$ cat src/rtl/reg_file_rd.sv
// Architectural register file with two registered read ports and a $0 that always reads zero.
// Read data appears one cycle after the index is presented; a write bypasses into a read on the same edge.
// Stall freezes the read outputs and Flush zeroes them; writes are accepted every cycle regardless of either.
module reg_file_rd #(
    parameter int DATA_W = 32,
    parameter int ADDR_W = 5
) (
    input  logic              clk,
    input  logic              rst,
    input  logic [DATA_W-1:0] Result,
    input  logic              RegWrite,
    input  logic [ADDR_W-1:0] DestRegReg,
    input  logic [ADDR_W-1:0] ReadReg1,
    input  logic [ADDR_W-1:0] ReadReg2,
    input  logic              ReadEn,
    input  logic              Stall,
    input  logic              Flush,
    output logic [DATA_W-1:0] ReadData1,
    output logic [DATA_W-1:0] ReadData2,
    output logic              ReadValid
);

    localparam int NUM_REGS = 2 ** ADDR_W;

    logic [DATA_W-1:0] regs [NUM_REGS];
    logic [DATA_W-1:0] operand1;
    logic [DATA_W-1:0] operand2;
    logic              writeHit;

    // A write is live only when enabled and not aimed at the hard-wired zero register.
    assign writeHit = RegWrite && (DestRegReg != '0);

    // Storage update: entry 0 is cleared on reset and never written, so it stays zero.
    always_ff @(posedge clk or posedge rst) begin
        if (rst) begin
            for (int i = 0; i < NUM_REGS; i++) begin
                regs[i] <= '0;
            end
        end else if (writeHit) begin
            regs[DestRegReg] <= Result;
        end
    end

    // Operand selection: zero register first, then same-edge bypass, then stored value.
    always_comb begin
        operand1 = regs[ReadReg1];
        operand2 = regs[ReadReg2];
        if (ReadReg1 == '0) begin
            operand1 = '0;
        end else if (writeHit && (DestRegReg == ReadReg1)) begin
            operand1 = Result;
        end
        if (ReadReg2 == '0) begin
            operand2 = '0;
        end else if (writeHit && (DestRegReg == ReadReg2)) begin
            operand2 = Result;
        end
    end

    // Operand latch: Flush beats Stall beats ReadEn; an idle cycle keeps data but drops valid.
    always_ff @(posedge clk or posedge rst) begin
        if (rst) begin
            ReadData1 <= '0;
            ReadData2 <= '0;
            ReadValid <= 1'b0;
        end else if (Flush) begin
            ReadData1 <= '0;
            ReadData2 <= '0;
            ReadValid <= 1'b0;
        end else if (Stall) begin
            ReadData1 <= ReadData1;
            ReadData2 <= ReadData2;
            ReadValid <= ReadValid;
        end else if (ReadEn) begin
            ReadData1 <= operand1;
            ReadData2 <= operand2;
            ReadValid <= 1'b1;
        end else begin
            ReadValid <= 1'b0;
        end
    end

endmodule
$ cat config.mk
export PLATFORM = sky130hd
export DESIGN_NAME = reg_file_rd
export DESIGN_NICKNAME = d
export VERILOG_FILES = /design/src/rtl/reg_file_rd.sv
export SDC_FILE = /design/constraint.sdc
export NUM_CORES = 2
export LEC_CHECK = 0
export CORE_MARGIN = 2
export CORE_UTILIZATION = 55
export DETAILED_ROUTE_END_ITERATION = 12
export GPL_ROUTABILITY_DRIVEN = 0
export GPL_TIMING_DRIVEN = 1
export MAX_ROUTING_LAYER = met4
export PLACE_DENSITY = 0.81
export SYNTH_ARGS = -nofsm -noshare
export SYNTH_HDL_FRONTEND = slang
export SYNTH_SLANG_ARGS = --single-unit
$ cat constraint.sdc
create_clock -name clk -period 49.8 [get_ports clk]
set_clock_uncertainty 0.05 [all_clocks]
set_input_delay 12.45 -clock clk [delete_from_list [all_inputs] [get_ports clk]]
set_output_delay 12.45 -clock clk [all_outputs]
set_load 0.02 [all_outputs]
==> metrics list <==
- Once the clock tree was built, the resizer swapped 0 gates to a different size.
- Buffers and inverters on the worst path: 4
* Cell internal pwr: approximately 0.0018 W
* Final layout net count: between 3k and 4k
* Combinational group share of total power: a little under a fifth
* Cell Pwr Density: roughly 40 mW/mm2
- Horizontal die dimension: 324.8 um
- Number of hold-repair buffers added at the cts stage: 0
* Via density per instance: 7.322
- For this configuration, the core starts out at a cell density of 55.55%.
- Layout cells sized above 1: between 40% and 50%
* Number of buffers added by the clock tree synthesis step: about 110
- Synth top area share: between 40% and 50%
- Net count after synthesis: 3872
- Place WS: ~32 ns
- Entering global routing, the biggest net connects 188 pins.
- Setup repair after global routing left no endpoint under its margin.
* First-pass GRT wire length: 259.6 mm
* Max Fanout on Critical Path: around 100
- CP Cell Sequence: buf_8, buf_4, buf_4, buf_12, mux4_2, a22o_1, a2111oi_0, nor3_1, a221o_1
* Final sum of negative setup slack: 0 ns
- Of the total power, the share spent switching nets is a little over a quarter.
* TritonCTS clock tree: yes
- Dominant cell type by area after synthesis: dfrtp_1
* Top cell types by occurrence after synthesis: dfrtp_1, mux2_2, mux4_2
* Transition time at the pin with the least slew margin: 1.312 ns
- In the routed design, unresolved DRC markers number 0.
* Number of DRC markers in iteration 0: between 4k and 5k
* Worst slew margin: between 10 and 15%
- The tightest min-delay check is of the reg2reg type.
* Post-DRT Antenna Nets: 0
* Number of hold violations in the final report: 0
- During placement, the flow inserted port buffers numbering 117.
* Result of the run: finished clean
- The max-slew violation total from the final report is 0.
- Critical path capture point type: register
- Async set-or-reset flop fraction in the synthesized netlist: 100.0%
- Highest-delay cell along the critical path: buf_4
- Detailed Place HPWL: between 90 and 100 mm
- During synthesis, Yosys emitted a total of 0 warnings.
- Area grow syn2layout: 9.861%
- Number of antenna violations at the first check in global routing: 5
- Sum of overflow across all layers after global routing: 0
* Number of sinks driven by the clock tree: roughly 1.1k
* Final Cycle Share: around a third
* Arrival time at the worst endpoint: about 17 ns
- Clock tree root driver cell: clkbuf_16
- Die Area: between 0.1 and 0.15 mm2
- After detailed routing, the average wire length per cell comes to around 34 um.
* Net switching power of the design: around 0.00067 W
* Data required time at the worst endpoint: about 50 ns
* Most common cell type on the critical path: buf_4
* Total number of vias: 37.73k
- Standard-cell rows: 117
- In this run the count of I/O pins placed on the die edge is about 120.
- Number of distinct library cells after synthesis: 46
- Gate Count Post-Synth: approximately 3.8k
- The later pin in the worst-skew pair is clocked with a latency of 0.70 ns.
* Maximum achievable frequency: about 0.06 GHz
- The synthesized netlist occupies a cell area of approximately 0.057 mm2.
- Post-CTS timing repair inserted 0 buffers for setup.
* Leading post-synthesis cells by cell area: dfrtp_1, mux2_2, mux4_2
- The number of global-route vias before repair is about 39k.
- Average footprint of a synthesized cell: between 10 and 15 um2
* Floorplan core area: around 0.10 mm2
- For this run, the leading register cell type out of synthesis is dfrtp_1.
- Max cap viols: 0
* CP Launch Type: input pin
- Worst Slack Setup Final: between 30 and 40 ns
- Leakage power total: between 20 and 30 nW
- Total track usage: 34.15%
- Highest ir drop seen on vdd: 0.02837 mV
* Flop pwr share: approximately 47%
- In this run the number of H-tree levels came out at 3.
- Yosys instantiated no cell more often than dfrtp_1.
* Clock Path Buffers: 3
* Vertical extent of the die: 324.8 um
- Share of total power in the clock network: around 34%
- Count of flip-flops with a built-in enable after synthesis: 0
* Number of search-and-repair iterations in the first detailed-routing pass: 5
- By startpoint and endpoint, the worst setup path is classified as in2reg.
- Summed over all layers, the routed wires come to about 180 mm.
- Clock-pin slew was measured on the worst setup and hold paths at roughly 0.06 ns.
* Final setup violation count: 0
- Largest stage delay on the critical path: 0.81 ns
- The cell family contributing the most delay on the critical path is buffers and inverters.
* Flip-flop and latch count after synthesis: 1089
- Subtracting the final worst setup slack from the clock period gives around 17 ns.
- Of the synthesized area, sequential elements account for between 40% and 50%.
## worst register-to-register path: stages (launching register included)
cell and delay, ns:
dfrtp_1 0.40, mux4_2 0.47, a22o_1 0.25, a2111oi_0 0.65
nor3_1 0.29, a221o_1 0.32
## per-layer routing
layer / track usage (%) / share of wire [%]
met1: 44.79 / 38
met2: 49.31 / 45
met3: 9.056 / 12
met4: 17.28 / 5.7
met5: - / 0
## flip-flops by register name (all words and copies together), names as in the netlist
register and cells:
ReadValid 1, ReadData2 32, regs 1024, ReadData1 32
## path summary, 6_finish.rpt
check / start / end / slack, ns / cells past startpoint
max: ReadReg2[0] / ReadData2[15] / 33.13 / 9
min: regs[1001] / regs[1001] / 0.35 / 0
max reg2reg: regs[516] / ReadData2[4] / 47.25 / 5
min reg2reg: regs[1001] / regs[1001] / 0.35 / 0
max in group asynchronous: rst / regs[501] / 33.44 / 6
min in group asynchronous: rst / regs[639] / 12.23 / 2
## final cells by class
cell class                      count  area (um2)
Antenna cell                        6       15.01
Tap cell                         1368        1712
Sequential cell                  1089       27250
Clock buffer                      166        3313
Clock inverter                     34       342.8
Multi-Input combinational cell   2281       27640
Fill cell                        7449       39710
Inverter                            2       15.01
Timing Repair Buffer              207        1897
## power by group through the flow
stage | sequential (W) | combinational (W) | clock, W
3_3_place_gp | 0.00116 | 0.000448 | 0
2_1_floorplan | 0.00114 | 0.000372 | 0
6_report | 0.00117 | 0.000469 | 0.000840
3_5_place_dp | 0.00117 | 0.000463 | 0
4_1_cts | 0.00116 | 0.000467 | 0.000843
5_1_grt | 0.00118 | 0.000498 | 0.000881
## per-stage QoR
stage	power [W]	std cells	hold slack (ns)	area, um2	utilization, %
6_report	0.002476	5153	0.3514	62180	61.03
5_1_grt	0.002563	5152	0.3654	62180	61.03
4_1_cts	0.002469	5147	0.3487	62170	61.02
3_5_place_dp	0.001637	4947	0.3337	58510	57.43
3_3_place_gp	0.001609	4947	0.3271	58510	57.43
2_1_floorplan	0.001514	3819	0.3913	56600	-
## logic make-up (layout without fill, tap and decap cells)
kind of cell           Yosys count  after routing  share of synthesized area [%]
AND/OR/NAND/NOR                148            148                          1.315
buffers and inverters          449            409                          3.422
XOR/XNOR                        10             10                         0.1547
multiplexers                  1700           1700                          40.89
flip-flops                    1089           1089                          48.15
AO/OA/AOI/OAI                  423            423                          6.068
other                            0              6                              0
## layout by cell type (no fill, tap or decap), types with 62 or more instances in the layout
master and instances:
dfrtp_1 1089, o221ai_1 62, mux4_2 384, a221o_1 63, clkdlybuf4s50_1 107, o22ai_1 63, mux2_2 1038, clkbuf_16 110
mux2i_1 257, buf_4 88, a211oi_1 71
Power figures use the tool's default switching activity.
